`config.mk`:
```
export PLATFORM = sky130hd
export DESIGN_NAME = bsr_chain_router_flat
export DESIGN_NICKNAME = d
export VERILOG_FILES = /design/src/rtl/bsr_chain_router_if.sv /design/src/rtl/bsr_chain_router.sv /design/src/flat_wrapper.sv
export SDC_FILE = /design/constraint.sdc
export NUM_CORES = 1
export LEC_CHECK = 0
export BUFFER_PORTS_ARGS = -buffer_cell sky130_fd_sc_hd__buf_2
export CAP_MARGIN = 20
export CORE_MARGIN = 3
export CORE_UTILIZATION = 36
export DETAILED_ROUTE_END_ITERATION = 10
export HOLD_SLACK_MARGIN = 0.06
export PLACE_DENSITY = 0.72
export SETUP_SLACK_MARGIN = 0.15
export SLEW_MARGIN = 20
export SYNTH_ARGS = -nofsm -noshare
export SYNTH_HDL_FRONTEND = slang
export SYNTH_SLANG_ARGS = --single-unit
```
`constraint.sdc`:
```
create_clock -name tck -period 1 [get_ports tck]
set_input_delay 0.05 -clock tck [delete_from_list [all_inputs] [get_ports tck]]
set_output_delay 0.05 -clock tck [all_outputs]
set_load 0.03 [all_outputs]
```
`src/rtl/bsr_chain_router_if.sv`:
```
// Bundle of TAP-side and chain-side signals for the boundary-scan chain router.
// master = TAP controller plus the chains; slave = the router itself.
interface bsr_chain_router_if #(
  parameter int CHAIN_NUM = 4,
  parameter int SEL_WIDTH = $clog2(CHAIN_NUM)
);
  logic                 tdi;
  logic                 shift_dr;
  logic                 capture_dr;
  logic                 update_dr;
  logic                 sel_shift;
  logic                 sel_update;
  logic [CHAIN_NUM-1:0] bsr_so;
  logic [CHAIN_NUM-1:0] bsr_si;
  logic [CHAIN_NUM-1:0] bsr_shift;
  logic [CHAIN_NUM-1:0] bsr_capture;
  logic [CHAIN_NUM-1:0] bsr_update;
  logic                 tdo;
  logic [SEL_WIDTH-1:0] sel_active;
  logic                 mode_active;
  logic                 sel_err;

  modport master (
    output tdi, shift_dr, capture_dr, update_dr, sel_shift, sel_update, bsr_so,
    input  bsr_si, bsr_shift, bsr_capture, bsr_update, tdo, sel_active,
           mode_active, sel_err
  );

  modport slave (
    input  tdi, shift_dr, capture_dr, update_dr, sel_shift, sel_update, bsr_so,
    output bsr_si, bsr_shift, bsr_capture, bsr_update, tdo, sel_active,
           mode_active, sel_err
  );
endinterface

```
`src/rtl/bsr_chain_router.sv`:
```
// Boundary-scan chain router: routes TDI/TDO between a TAP and CHAIN_NUM chains,
// either one selected chain or all chains concatenated, selected through a
// serially loaded shadow register that is committed on sel_update.
module bsr_chain_router #(
  parameter int CHAIN_NUM = 4,
  parameter int SEL_WIDTH = $clog2(CHAIN_NUM),
  parameter int SW        = SEL_WIDTH + 1
) (
  input logic               tck,
  input logic               trst_n,
  bsr_chain_router_if.slave bus
);

  // Chain count widened by one bit so the range check can never overflow.
  localparam logic [SEL_WIDTH:0] ChainCount = (SEL_WIDTH + 1)'(CHAIN_NUM);

  logic [SW-1:0]        shadow_q, shadow_d;
  logic [SEL_WIDTH-1:0] selActive_q, selActive_d;
  logic                 modeActive_q, modeActive_d;
  logic                 selErr_q, selErr_d;
  logic                 tdo_q, tdo_d;

  logic                 shadowValid;
  logic                 tdoSrc;
  logic [CHAIN_NUM-1:0] siVec;
  logic [CHAIN_NUM-1:0] shiftVec;
  logic [CHAIN_NUM-1:0] captureVec;
  logic [CHAIN_NUM-1:0] updateVec;

  // Shadow shift, select commit with range check, and TDO source choice.
  always_comb begin
    shadow_d     = shadow_q;
    selActive_d  = selActive_q;
    modeActive_d = modeActive_q;
    selErr_d     = selErr_q;
    tdo_d        = tdo_q;
    shadowValid  = shadow_q[SW-1] | ({1'b0, shadow_q[SEL_WIDTH-1:0]} < ChainCount);

    if (bus.sel_shift) begin
      shadow_d = {bus.tdi, shadow_q[SW-1:1]};
    end

    if (bus.sel_update) begin
      if (shadowValid) begin
        selActive_d  = shadow_q[SEL_WIDTH-1:0];
        modeActive_d = shadow_q[SW-1];
        selErr_d     = 1'b0;
      end else begin
        selErr_d = 1'b1;
      end
    end

    if (bus.sel_shift) begin
      tdo_d = shadow_q[0];
    end else if (bus.shift_dr) begin
      tdo_d = tdoSrc;
    end
  end

  // State registers, cleared asynchronously by trst_n.
  always_ff @(posedge tck or negedge trst_n) begin
    if (!trst_n) begin
      shadow_q     <= '0;
      selActive_q  <= '0;
      modeActive_q <= 1'b0;
      selErr_q     <= 1'b0;
      tdo_q        <= 1'b0;
    end else begin
      shadow_q     <= shadow_d;
      selActive_q  <= selActive_d;
      modeActive_q <= modeActive_d;
      selErr_q     <= selErr_d;
      tdo_q        <= tdo_d;
    end
  end

  // Per-chain data and strobe routing; a select-register shift silences all strobes.
  always_comb begin
    siVec      = '0;
    shiftVec   = '0;
    captureVec = '0;
    updateVec  = '0;
    tdoSrc     = 1'b0;

    if (modeActive_q) begin
      siVec[0] = bus.tdi;
      for (int i = 1; i < CHAIN_NUM; i++) begin
        siVec[i] = bus.bsr_so[i-1];
      end
      shiftVec   = {CHAIN_NUM{bus.shift_dr}};
      captureVec = {CHAIN_NUM{bus.capture_dr}};
      updateVec  = {CHAIN_NUM{bus.update_dr}};
      tdoSrc     = bus.bsr_so[CHAIN_NUM-1];
    end else begin
      for (int i = 0; i < CHAIN_NUM; i++) begin
        if (selActive_q == SEL_WIDTH'(i)) begin
          siVec[i]      = bus.tdi;
          shiftVec[i]   = bus.shift_dr;
          captureVec[i] = bus.capture_dr;
          updateVec[i]  = bus.update_dr;
          tdoSrc        = bus.bsr_so[i];
        end
      end
    end

    if (bus.sel_shift) begin
      shiftVec   = '0;
      captureVec = '0;
      updateVec  = '0;
    end
  end

  assign bus.bsr_si      = siVec;
  assign bus.bsr_shift   = shiftVec;
  assign bus.bsr_capture = captureVec;
  assign bus.bsr_update  = updateVec;
  assign bus.tdo         = tdo_q;
  assign bus.sel_active  = selActive_q;
  assign bus.mode_active = modeActive_q;
  assign bus.sel_err     = selErr_q;

endmodule

```
`src/flat_wrapper.sv`:
```
// flat-port wrapper written by rule: the top's interface ports become plain ports
module bsr_chain_router_flat 
#(
  parameter int CHAIN_NUM = 4,
  parameter int SEL_WIDTH = $clog2(CHAIN_NUM),
  parameter int SW        = SEL_WIDTH + 1
)
  (tck, trst_n, bus_tdi, bus_shift_dr, bus_capture_dr, bus_update_dr, bus_sel_shift, bus_sel_update, bus_bsr_so, bus_bsr_si, bus_bsr_shift, bus_bsr_capture, bus_bsr_update, bus_tdo, bus_sel_active, bus_mode_active, bus_sel_err);
  bsr_chain_router_if #(.CHAIN_NUM(CHAIN_NUM), .SEL_WIDTH(SEL_WIDTH)) bus_i ();
  input logic tck;
  input logic trst_n;
  input wire logic [$bits(bus_i.tdi)-1:0] bus_tdi;
  input wire logic [$bits(bus_i.shift_dr)-1:0] bus_shift_dr;
  input wire logic [$bits(bus_i.capture_dr)-1:0] bus_capture_dr;
  input wire logic [$bits(bus_i.update_dr)-1:0] bus_update_dr;
  input wire logic [$bits(bus_i.sel_shift)-1:0] bus_sel_shift;
  input wire logic [$bits(bus_i.sel_update)-1:0] bus_sel_update;
  input wire logic [$bits(bus_i.bsr_so)-1:0] bus_bsr_so;
  output wire logic [$bits(bus_i.bsr_si)-1:0] bus_bsr_si;
  output wire logic [$bits(bus_i.bsr_shift)-1:0] bus_bsr_shift;
  output wire logic [$bits(bus_i.bsr_capture)-1:0] bus_bsr_capture;
  output wire logic [$bits(bus_i.bsr_update)-1:0] bus_bsr_update;
  output wire logic [$bits(bus_i.tdo)-1:0] bus_tdo;
  output wire logic [$bits(bus_i.sel_active)-1:0] bus_sel_active;
  output wire logic [$bits(bus_i.mode_active)-1:0] bus_mode_active;
  output wire logic [$bits(bus_i.sel_err)-1:0] bus_sel_err;
  assign bus_i.tdi = bus_tdi;
  assign bus_i.shift_dr = bus_shift_dr;
  assign bus_i.capture_dr = bus_capture_dr;
  assign bus_i.update_dr = bus_update_dr;
  assign bus_i.sel_shift = bus_sel_shift;
  assign bus_i.sel_update = bus_sel_update;
  assign bus_i.bsr_so = bus_bsr_so;
  assign bus_bsr_si = bus_i.bsr_si;
  assign bus_bsr_shift = bus_i.bsr_shift;
  assign bus_bsr_capture = bus_i.bsr_capture;
  assign bus_bsr_update = bus_i.bsr_update;
  assign bus_tdo = bus_i.tdo;
  assign bus_sel_active = bus_i.sel_active;
  assign bus_mode_active = bus_i.mode_active;
  assign bus_sel_err = bus_i.sel_err;
  bsr_chain_router #(.CHAIN_NUM(CHAIN_NUM), .SEL_WIDTH(SEL_WIDTH), .SW(SW)) u_core (.tck(tck), .trst_n(trst_n), .bus(bus_i));
endmodule
```
==> results.md, run 1 <==
Clocking:
- The level count of the clock H-tree is 1.
- The clock-pin slew of the registers on the worst-case setup and hold paths is 0.06 ns.
- TritonCTS built the clock tree.
- Clock tree synthesis selected as its root buffer the cell sky130_fd_sc_hd__clkbuf_4.
- The buffer depth of the longest clock path is 2.
- The clock reaches the later pin of the worst-skew pair after 0.26 ns.
- The number of clock buffers inserted by TritonCTS is 3.
- Counting every sink on the clock net gives 7.

Timing:
- For this run, the top clock speed supported by timing is 716 MHz.
- The worst clock skew is 0.0100 ns.
- The final-report setup violation count is 21.
- Setup slack on the critical path of the routed design comes to -0.398 ns.
- The worst hold margin is 0.0799 ns.
- Dividing the final minimum period by the clock period gives 140%.
- The clock period minus final worst setup slack is 1.40 ns.
- The number of pins exceeding their max-slew limit in the final report is 0.
- Setup repair after global routing could not meet its margin everywhere.
- The number of hold violations in the final report is 0.

Place:
- After detailed placement, the design holds a cell count of 108.
- The global placement routability congestion is 0.766.
- Detailed placement ended at an HPWL of 1.04 mm.
- Port buffering added 31 buffers.

Layout:
- The sequential cells in the finished layout cover a total of 179 µm².
- The area taken by multi-input logic gates is 437 µm².
- The library cell used most frequently in the layout, excluding fill and tap cells, is sky130_fd_sc_hd__buf_6.
- The top cell types in the final layout, fill and taps aside, are sky130_fd_sc_hd__buf_6, sky130_fd_sc_hd__buf_2, sky130_fd_sc_hd__nor2_4, sky130_fd_sc_hd__buf_4.
- Relative to the synthesized area, the layout overhead comes to 112%.
- The count of filler cells inserted in the layout is 83.
- The count of cells in the finished layout, fillers not included, comes to 120.
- Cells with a size suffix above 1 make up 80.0% of the layout.
- 0 antenna diodes ended up in the layout.
- For this run, the post-layout net count is 118.

GRT:
- The via count of the first global-routing pass was 622.
- The global-route wire length before repair is 2.88 mm.
- The total global-route track usage is 20.1%.
- Entering global routing, the biggest net connects 9 pins.
- The aggregate global routing overflow is 0.
- The initial antenna violation count is 0.

Synthesis:
- The synthesized netlist net count is 70.
- Sequential cells were found to cover 33.7% of the synthesized design area.
- The number of warnings printed during yosys synthesis is 0.
- The average size of a mapped cell is 8.97 µm².
- Synthesis instantiated 23 different standard cells from the library.
- The post-synthesis instance area is 520 µm².
- The cell count after synthesis came out at 58.
- The number of synthesized register bits is 7.

Power and ir drop:
- For this design the static power due to leakage is 0.496 nW.
- The worst supply voltage drop on vdd is 0.00145 V.
- Dividing total power by cell area gives a power density of 1610 nW/µm².

Floorplanning:
- The core region is 1330 µm².
- The die is 44.0 µm wide.
- The effective utilization at floorplan is 39.0%.
- In this run the core area contains 13 standard-cell rows.
- 33 I/O pins were placed.
- The die footprint is 1940 µm².
- The floorplan step set the die height to 44.0 µm.

Critical path:
- Data arrives at the worst endpoint at 1.35 ns.
- The endpoint class of the critical path is a primary output.
- The worst-path maximum fanout is 6.
- The startpoint kind of the worst setup timing path is a register.
- The critical path required time is 0.95 ns.
- The classification of the worst setup path is register to primary output.

Min path:
- The kind of path behind the tightest hold check is input pin to register.

Route:
- After detailed routing, the number of remaining DRC violations is 0.
- After detailed routing, the average wire length per cell comes to 14.5 µm.
- The via-per-instance ratio is 5.01.
- Summed over all layers, the routed wires come to 1.74 mm.
- The iteration count of the initial detailed-routing pass is 4.
- The final antenna-violating net count is 0.
- After the first detailed-routing iteration, the DRC count stood at 13.
- The routed layout has 601 vias.

Status:
- The run finished, with violations left.
- The final reports fail on negative setup slack.

Flow run:
- Max-cap violations in this run came to 0.
[layer usage]
| layer | vias to the layer above | wire length (µm) | global-route usage, % |
|---|---|---|---|
| met2 | 24 | 944 | 35.8 |
| met4 | 0 | 29 | 9.04 |
| li1 | 285 | - | - |
| met1 | 287 | 661 | 23.7 |
| met3 | 5 | 103 | 2.85 |
| met5 | - | 0 | 0 |
[per-stage QoR]
step	power, W	instance area (µm²)	setup TNS, ns	setup slack (ns)	utilization (%)
2_1_floorplan	0.000965	621	-2.22	-0.155	-
3_3_place_gp	0.00119	826	-1.67	-0.160	61.9
3_5_place_dp	0.00120	826	-1.84	-0.149	61.9
4_1_cts	0.00173	1070	-5.75	-0.336	80.2
5_1_grt	0.00187	1100	-7.31	-0.442	82.6
6_report	0.00177	1100	-6.24	-0.398	82.6
[area by class of cell]
| cell class | instances | area share (%) |
|---|---|---|
| sequential | 7 | 16.2 |
| clock buffer | 4 | 2.38 |
| timing repair buffer | 47 | 39.7 |
| tap | 15 | 1.70 |
| inverter | 1 | 0.341 |
| multi-input combinational | 46 | 39.6 |
[logic make-up after synthesis]
group	count (synthesis)	share of synthesized area, %
and+or+nand+nor	30	28.1
buffers and inverters	5	8.65
other	1	0.720
AOI/OAI and AO/OA	10	18.0
muxes	5	10.8
DFF	7	33.7
[power by group]
group          leakage (nW)  switching, W  total, W  internal, W
sequential           0.0798     0.0000780  0.000414     0.000336
clock                0.0150      0.000107  0.000260     0.000152
combinational         0.401      0.000565   0.00110     0.000534
[worst max-delay path: stages (launching register included)]
cell and delay (ns):
sky130_fd_sc_hd__dfrtp_2 0.46, sky130_fd_sc_hd__buf_6 0.14, sky130_fd_sc_hd__a21oi_4 0.17, sky130_fd_sc_hd__buf_6 0.14, sky130_fd_sc_hd__nor2_2 0.04, sky130_fd_sc_hd__buf_6 0.15
[path summary, 6_finish.rpt]
| check | slack (ns) | startpoint | cells after the start | to |
|---|---|---|---|---|
| min in group asynchronous | 0.14 | trst_n | 2 | u_core.bus.tdo |
| max in group asynchronous | 0.69 | trst_n | 2 | u_core.bus.sel_active[1] |
| hold reg to reg | 0.51 | u_core.shadow_q[0] | 2 | u_core.bus.sel_active[0] |
| setup reg to reg | -0.28 | u_core.bus.sel_active[1] | 4 | u_core.bus.tdo |
| setup / recovery | -0.40 | u_core.bus.sel_active[0] | 5 | bus_bsr_capture[3] |
| hold / removal | 0.08 | bus_sel_update | 3 | u_core.bus.sel_active[0] |
[cell usage after synthesis]
library cell / number / share of area (%)
sky130_fd_sc_hd__nor2_1: 19 / 14
sky130_fd_sc_hd__dfrtp_1: 7 / 34
sky130_fd_sc_hd__mux2_2: 5 / 11
sky130_fd_sc_hd__nand2_1: 4 / 2.9
sky130_fd_sc_hd__buf_6: 3 / 6.5
sky130_fd_sc_hd__nand2b_1: 2 / 2.4
sky130_fd_sc_hd__o21ai_0: 2 / 1.9
sky130_fd_sc_hd__a2111oi_4: 1 / 5.3
sky130_fd_sc_hd__a21o_1: 1 / 1.4
sky130_fd_sc_hd__a21oi_1: 1 / 0.96
sky130_fd_sc_hd__a21oi_2: 1 / 1.7
sky130_fd_sc_hd__a22oi_1: 1 / 1.4
sky130_fd_sc_hd__a32o_1: 1 / 1.9
sky130_fd_sc_hd__buf_4: 1 / 1.4
sky130_fd_sc_hd__conb_1: 1 / 0.72
sky130_fd_sc_hd__inv_1: 1 / 0.72
sky130_fd_sc_hd__nand2b_4: 1 / 2.6
sky130_fd_sc_hd__nand3_1: 1 / 0.96
sky130_fd_sc_hd__nor2b_1: 1 / 1.2
sky130_fd_sc_hd__nor2b_2: 1 / 1.7
sky130_fd_sc_hd__nor2b_4: 1 / 2.6
sky130_fd_sc_hd__o21ai_1: 1 / 0.96
sky130_fd_sc_hd__o31ai_2: 1 / 2.4
[registers in the layout, indices dropped and copies added, names as in the netlist]
name                    cells
u_core.bus.tdo              1
u_core.bus.mode_active      1
u_core.bus.sel_active       2
u_core.shadow_q             3
[repair_timing]
action                                  4_1_cts  5_1_grt
gates resized for setup                      44        9
setup buffers                                 6        0
pin swaps                                     5        5
hold buffers                                  2        0
endpoints found under the setup margin       23       23
endpoints found under the hold margin         8        0
(Power assumes the default switching activity.)
==> inputs of run 2 (changes only) <==
Settings changed: REMOVE_ABC_BUFFERS set to 1.
==> run 2 against run 1 <==
  * The run still ends with negative setup slack left
  * Worst hold slack gained 0.015 ns
  * Register-to-register slack worse by 0.04 ns
  * Global-route usage shrank 3.8 points
  * Via count is 0.33% lower
  * Critical path depth unchanged
  * Critical endpoint is now bus_bsr_update[2]
==> results.md, run 2 (synthesized netlist as in run 1, its figures left out) <==
Layout:
- The core utilization of the finished layout was 70.1% (-13 points).
- The number of inserted diodes is 0 (unchanged).
- The count of filler cells inserted in the layout is 108 (+30%).
- The layout-stage area growth over the synthesis result is 79.6%.
- The number of flip-flops in the largest register is 3 (unchanged).
- The register ranked first by flip-flop count is u_core.shadow_q.
- The top cell types in the final layout, fill and taps aside, are sky130_fd_sc_hd__buf_4, sky130_fd_sc_hd__nor2_1, sky130_fd_sc_hd__buf_2, sky130_fd_sc_hd__buf_6, sky130_fd_sc_hd__dfrtp_1.
- The number of non-filler instances in the completed layout is 122 (+1.7%).
- The leading cell type in the layout, fill and taps excluded is sky130_fd_sc_hd__buf_4.
- The number of nets in the final layout was 120 (+1.7%).
- The fraction of layout instances using a drive strength above 1 is 65.4% (-15 points).

Timing:
- The setup TNS after final layout came to -5.75 ns (+0.483 ns).
- The final-report setup violation count is 20 (-4.8%).
- The smallest setup slack after layout came to -0.372 ns (+0.0258 ns).
- Setup repair after global routing could not meet its margin everywhere.
- The period utilization is 137% (-2.6 points).
- The number of pins exceeding their max-slew limit in the final report was 0 (unchanged).
- The clock period minus final worst setup slack was 1.37 ns (-0.0257 ns).
- The worst hold margin was 0.0946 ns (+0.0147 ns).
- The worst clock skew came to 0.00588 ns (-0.00416 ns).
- The number of hold violations in the final report came to 0 (unchanged).
- The top achievable clock speed is 729 MHz (+1.9%).

Route:
- The number of vias in the routed layout came to 599 (-0.33%).
- The detailed-route wire length per cell was 13.2 µm (-8.8%).
- The initial detailed-routing violation count is 12 (-1).
- The iteration count of the initial detailed-routing pass is 4 (unchanged).
- The total wire length is 1.61 mm (-7.2%).
- The via-per-instance ratio is 4.91 (-2.0%).
- The final antenna-violating net count is 0 (unchanged).
- The remaining routing DRC violations is 0 (unchanged).

Flow run:
- The number of violations of the max-capacitance limit came to 0 (unchanged).

Floorplanning:
- The number of I/O pins was 33 (unchanged).
- The site row count is 13 (unchanged).
- The area of the placeable core is 1330 µm² (unchanged).
- The die height came to 44.0 µm (unchanged).
- The effective utilization at floorplan came to 39.0% (unchanged).
- The chip width is 44.0 µm (unchanged).
- The die footprint was 1940 µm² (unchanged).

Critical path:
- The startpoint kind of the worst setup timing path is a register.
- The endpoint class of the critical path is a primary output.
- The critical path is of the register to primary output type.
- The stage delay of the slowest cell on the critical path was 0.46 ns (about the same).
- The critical path's slowest cell is sky130_fd_sc_hd__dfrtp_2.
- The worst-path maximum fanout is 7 (+1).
- The arrival time of the worst setup path is 1.32 ns (-0.03 ns).
- Walking the worst path, the cells encountered are buf_4 > inv_2 > a21oi_2 > nor2_1 > buf_4.
- By instance count, the cell type seen most on the critical path is sky130_fd_sc_hd__buf_4.
- The path depth of the worst reg2reg path is 5 (+1).
- The endpoint of the most critical register-to-register path is u_core.bus.tdo.
- The startpoint of the worst register-to-register path is u_core.bus.sel_active[1].
- The setup slack of the most critical reg-to-reg path is -0.32 ns (-0.04 ns).
- The critical path required time is 0.95 ns (about the same).

Place:
- The placed wire-length estimate after detailed placement is 996 µm (-4.0%).
- The post-placement cell count is 105 (-2.8%).
- The number of port buffers is 31 (unchanged).
- The global placement routability congestion is 0.717 (-6.5%).

Min path:
- The startpoint identified for the worst hold timing path is bus_sel_update.
- The worst hold path terminates at u_core.bus.mode_active.
- The worst hold path stage count came to 2 (-1).
- The kind of path behind the tightest hold check is input pin to register.

Clocking:
- The level count of the clock H-tree is 1 (unchanged).
- The number of clock buffers inserted by TritonCTS was 3 (unchanged).
- The TritonCTS clock tree is done.
- The buffer depth of the longest clock path was 2 (unchanged).
- The clock insertion delay at the later pin of the skew report was 0.26 ns (about the same).
- The number of sinks driven by the clock tree is 7 (unchanged).
- In this run the clock root is driven by a sky130_fd_sc_hd__clkbuf_4.
- The clock-pin slew of the registers on the worst-case setup and hold paths is 0.06 ns (about the same).

Power and ir drop:
- The static leakage power is 0.471 nW (-5.0%).
- The share of power burned in combinational logic is 58.5% (-3.5 points).
- The post-layout total power is 0.00158 W (-11%).
- The worst supply voltage drop on vdd is 0.000972 V (-33%).
- The areal power density over the cells came to 1690 nW/µm² (+5.2%).
- The cell-internal power came to 0.000931 W (-9.0%).
- The net switching component of the power is 0.000651 W (-13%).
- The share of total power consumed by net switching is 41.2% (-1.2 points).
- The portion of total power attributed to sequential cells is 25.1% (+1.7 points).
- The part of the total power dissipated in the clock network is 16.4% (+1.8 points).

GRT:
- The aggregate global routing overflow came to 0 (unchanged).
- The initial antenna violation count is 0 (unchanged).
- The global-route wire length before repair is 2.35 mm (-19%).
- The maximum number of pins on one net before global-route repair is 9 (unchanged).
- The total global-route track usage is 16.3% (-3.8 points).
- The via count of the first global-routing pass is 573 (-7.9%).

Status:
- The flow ran to the end, but the final reports show violations.
- The final reports fail on negative setup slack.
==> run 2: cell count changes in the layout (fill, tap and decap cells not counted), moves of 2 or more <==
| cell | delta |
|---|---|
| sky130_fd_sc_hd__buf_4 | +18 |
| sky130_fd_sc_hd__nor2_1 | +13 |
| sky130_fd_sc_hd__buf_6 | -11 |
| sky130_fd_sc_hd__nor2_4 | -9 |
| sky130_fd_sc_hd__nor2_2 | -4 |
| sky130_fd_sc_hd__clkbuf_4 | -3 |
| sky130_fd_sc_hd__a21oi_2 | +2 |
| sky130_fd_sc_hd__a21oi_4 | -2 |
| sky130_fd_sc_hd__buf_12 | -2 |
==> run 2: repair_timing <==
item	in CTS	in global routing
endpoints found under the setup margin	24	24
setup buffers	7	4
endpoints found under the hold margin	8	0
pin swaps	6	2
resized for setup	36	7
hold buffers	2	0
==> run 2: worst max-delay path: cells and delay by family, from the launching register on <==
| family | cells | cell delay (ns) |
|---|---|---|
| simple gates | 1 | 0.15 |
| flops | 1 | 0.46 |
| compound gates | 1 | 0.06 |
| buf+inv | 3 | 0.38 |
==> run 2: power groups by stage <==
stage	clock network (W)	registers, W	logic [W]
CTS	0.000270	0.000392	0.000839
global placement	0	0.000399	0.000618
floorplan	0	0.000474	0.000329
global route	0.000289	0.000406	0.000980
finish	0.000260	0.000397	0.000925
detailed placement	0	0.000404	0.000624
==> run 2: routing by layer <==
metal / global-route usage (%) / routed length (µm) / vias up
met1: 20.1 / 663 / 284
met5: 0 / 0 / -
met2: 26.5 / 839 / 22
met3: 3.66 / 93 / 2
li1: - / - / 291
met4: 8.43 / 17 / 0
==> run 2: cell type report <==
cell class	count	area (µm²)	area share (%)
timing repair buffer	49	387	41.4
multi-input combinational	46	320	34.3
sequential	7	178	19.0
clock buffer	3	22.5	2.41
tap	15	18.8	2.01
clock inverter	1	5.00	0.535
inverter	1	3.75	0.402
==> run 2: worst max path at each step <==
stage / from / end / slack [ns]
final: u_core.bus.sel_active[0] / bus_bsr_update[2] / -0.37
after global routing: u_core.bus.sel_active[0] / bus_bsr_update[2] / -0.44
after CTS: u_core.bus.sel_active[1] / bus_bsr_capture[3] / -0.34
after detailed placement: u_core.bus.mode_active / u_core.bus.tdo / -0.20
after global placement: u_core.bus.mode_active / u_core.bus.tdo / -0.20
after floorplan: u_core.bus.sel_active[1] / bus_bsr_si[3] / -0.59
==> run 2: metrics by stage <==
step	instance area [µm²]	setup slack [ns]
detailed placement	691	-0.201
floorplan	479	-0.590
finish	935	-0.372
global placement	691	-0.203
CTS	883	-0.337
global route	935	-0.435
==> inputs of run 3 (changes only) <==
Settings changed: SKIP_LAST_GASP set to 1.
==> run 3 against run 2 <==
  * The run still ends with negative setup slack left
  * Critical path depth unchanged
  * Clock power is essentially flat
  * Clock skew rose by 0.00079 ns
  * Sequential cell count stayed put
  * Cell area unchanged
  * Largest power group unchanged
  * Highest routed layer unchanged
==> results.md, run 3 (synthesized netlist as in run 1, its figures left out) <==
Timing:
- The worst clock skew is 0.00667 ns (+0.000792 ns).
- The number of pins exceeding their max-slew limit in the final report is 0 (unchanged).
- The setup TNS after final layout was -5.59 ns (+0.167 ns).
- The number of hold violations in the final report is 0 (unchanged).
- Setup repair after global routing could not meet its margin everywhere.
- The final-report setup violation count is 20 (unchanged).
- The period utilization was 133% (-4.4 points).
- The clock period minus final worst setup slack came to 1.33 ns (-0.0439 ns).
- The top achievable clock speed is 753 MHz (+3.3%).
- The smallest setup slack after layout was -0.328 ns (+0.0439 ns).

Critical path:
- The classification of the worst setup path is register to primary output.
- The stage delay of the slowest cell on the critical path is 0.40 ns (-0.06 ns).
- The endpoint class of the critical path is a primary output.
- The path depth of the worst reg2reg path is 5 (unchanged).
- The critical path required time is 0.95 ns (about the same).
- The worst path buffer plus inverter count is 3 (unchanged).
- Traced cell by cell, the critical path runs through buf_4 > a21oi_2 > buf_4 > nor2_1 > buf_4.
- The instance count on the critical path is 5 (unchanged).
- The most used cell along the critical path is sky130_fd_sc_hd__buf_4.
- The worst setup path is launched from a register.
- The cell type group with the largest total delay on the critical path is buffers and inverters.
- On the critical path, the stage with the largest delay is an instance of sky130_fd_sc_hd__dfrtp_1.
- The arrival time of the worst setup path is 1.28 ns (-0.04 ns).
- The worst-path maximum fanout is 3 (-4).

Layout:
- The library cell used most frequently in the layout, excluding fill and tap cells, is sky130_fd_sc_hd__buf_4.
- In the layout the commonest cells are sky130_fd_sc_hd__buf_4, sky130_fd_sc_hd__nor2_1, sky130_fd_sc_hd__buf_6, sky130_fd_sc_hd__buf_2.
- The number of flip-flops in the largest register is 3 (unchanged).
- The final instance area is 935 µm² (unchanged).
- The number of inserted diodes is 0 (unchanged).
- The register ranked first by flip-flop count is u_core.shadow_q.
- The number of nets in the final layout is 120 (unchanged).
- The fraction of layout instances using a drive strength above 1 is 65.4% (unchanged).
- The layout-stage area growth over the synthesis result was 79.6% (unchanged).

Route:
- The number of vias in the routed layout is 594 (-0.83%).
- The initial detailed-routing violation count is 11 (-1).
- The iteration count of the initial detailed-routing pass is 2 (-2).
- The via-per-instance ratio is 4.87 (-0.83%).
- The remaining routing DRC violations is 0 (unchanged).
- The detailed-route wire length per cell was 12.7 µm (-4.0%).
- The final antenna-violating net count is 0 (unchanged).
- The total wire length is 1.55 mm (-4.0%).

Clocking:
- The clock insertion delay at the later pin of the skew report came to 0.26 ns (about the same).
- CTS placed an instance of sky130_fd_sc_hd__clkbuf_4 at the clock tree root.
- The buffer depth of the longest clock path was 2 (unchanged).
- The number of clock buffers inserted by TritonCTS is 3 (unchanged).
- The number of sinks driven by the clock tree is 7 (unchanged).
- The clock-pin slew of the registers on the worst-case setup and hold paths came to 0.06 ns (about the same).
- The level count of the clock H-tree is 1 (unchanged).
- The TritonCTS clock tree is done.

Power and ir drop:
- The post-layout total power is 0.00158 W (-0.14%).
- The static leakage power came to 0.468 nW (-0.54%).
- The worst supply voltage drop on vdd is 0.000959 V (-1.4%).
- The areal power density over the cells came to 1690 nW/µm² (-0.14%).

Floorplanning:
- The effective utilization at floorplan is 39.0% (unchanged).
- The site row count is 13 (unchanged).
- The die height is 44.0 µm (unchanged).
- The chip width is 44.0 µm (unchanged).
- The number of I/O pins is 33 (unchanged).
- The area of the placeable core was 1330 µm² (unchanged).
- The die footprint is 1940 µm² (unchanged).

Flow run:
- The number of violations of the max-capacitance limit was 0 (unchanged).

GRT:
- The total global-route track usage is 16.3% (unchanged).
- The most used routing layer in global routing is met2.
- The via count of the first global-routing pass came to 574 (+0.17%).
- The aggregate global routing overflow is 0 (unchanged).
- The maximum number of pins on one net before global-route repair came to 9 (unchanged).
- The initial antenna violation count is 0 (unchanged).
- The global-route met1 utilization came to 20.1% (unchanged).
- The global-route wire length before repair is 2.35 mm (+0.26%).
- The global routing met3 resource utilization is 3.66% (unchanged).
- The met2 demand-to-capacity share in global routing is 26.5% (unchanged).

Place:
- The global placement routability congestion is 0.717 (unchanged).
- The placed wire-length estimate after detailed placement is 996 µm (unchanged).
- The instance area at placement is 691 µm² (unchanged).
- The number of port buffers is 31 (unchanged).

Min path:
- The kind of path behind the tightest hold check is input pin to register.
- The worst hold path stage count is 2 (unchanged).

Status:
- The checks that failed: negative setup slack.
- The run finished, with violations left.
run 3: cell types whose count changed in the layout (fill, tap and decap cells not counted):
cell	change
sky130_fd_sc_hd__buf_4	-1
sky130_fd_sc_hd__buf_6	+1
sky130_fd_sc_hd__mux2_2	+1
sky130_fd_sc_hd__mux2_4	-1
run 3: final cells by class:
class                   instances  area, µm²
clock inverters                 1       5.00
repair buffers                 49        390
multi-input cells              46        317
clock buffers                   3       22.5
flip-flops and latches          7        178
fillers                       106        399
well taps                      15       18.8
inverters                       1       3.75
run 3: routing by layer:
layer | routed length, µm | share of wire (%)
met5 | 0 | 0
met3 | 85 | 5.5
met1 | 639 | 41
met4 | 14 | 0.90
met2 | 807 | 52
run 3: metrics by stage:
step	setup slack, ns	util (%)	hold slack (ns)	instances
global placement	-0.203	51.8	-0.113	105
detailed placement	-0.201	51.8	-0.112	105
CTS	-0.337	66.2	0.0718	118
floorplan	-0.590	-	-0.246	54
global route	-0.408	70.1	0.0805	122
finish	-0.328	70.1	0.0884	122
run 3: worst register-to-register path, stage by stage (launching register included):
cell and delay [ns]:
sky130_fd_sc_hd__dfrtp_1 0.40, sky130_fd_sc_hd__buf_6 0.14, sky130_fd_sc_hd__buf_4 0.13, sky130_fd_sc_hd__buf_6 0.11, sky130_fd_sc_hd__a2111oi_4 0.30, sky130_fd_sc_hd__o31ai_2 0.12
run 3: power breakdown:
group	internal, W	total (W)	switching, W
clock network	0.000146	0.000258	0.000112
registers	0.000335	0.000396	0.0000615
logic	0.000451	0.000925	0.000474
total	0.000932	0.00158	0.000648
run 3: worst paths after layout:
| path | slack, ns | from | to |
|---|---|---|---|
| setup / recovery | -0.33 | u_core.bus.sel_active[1] | bus_bsr_capture[3] |
| hold / removal | 0.09 | bus_sel_update | u_core.bus.mode_active |
| setup reg to reg | -0.32 | u_core.bus.sel_active[1] | u_core.bus.tdo |
| hold reg to reg | 0.53 | u_core.shadow_q[2] | u_core.shadow_q[1] |
| max in group asynchronous | 0.68 | trst_n | u_core.bus.mode_active |
| min in group asynchronous | 0.15 | trst_n | u_core.bus.sel_active[0] |
run 3: timing repair:
item | 4_1_cts | 5_1_grt
setup endpoints to repair | 24 | 24
endpoints found under the hold margin | 8 | 0
hold buffers | 2 | 0
setup buffers | 7 | 4
resized for setup | 35 | 8
pin swaps | 5 | 2
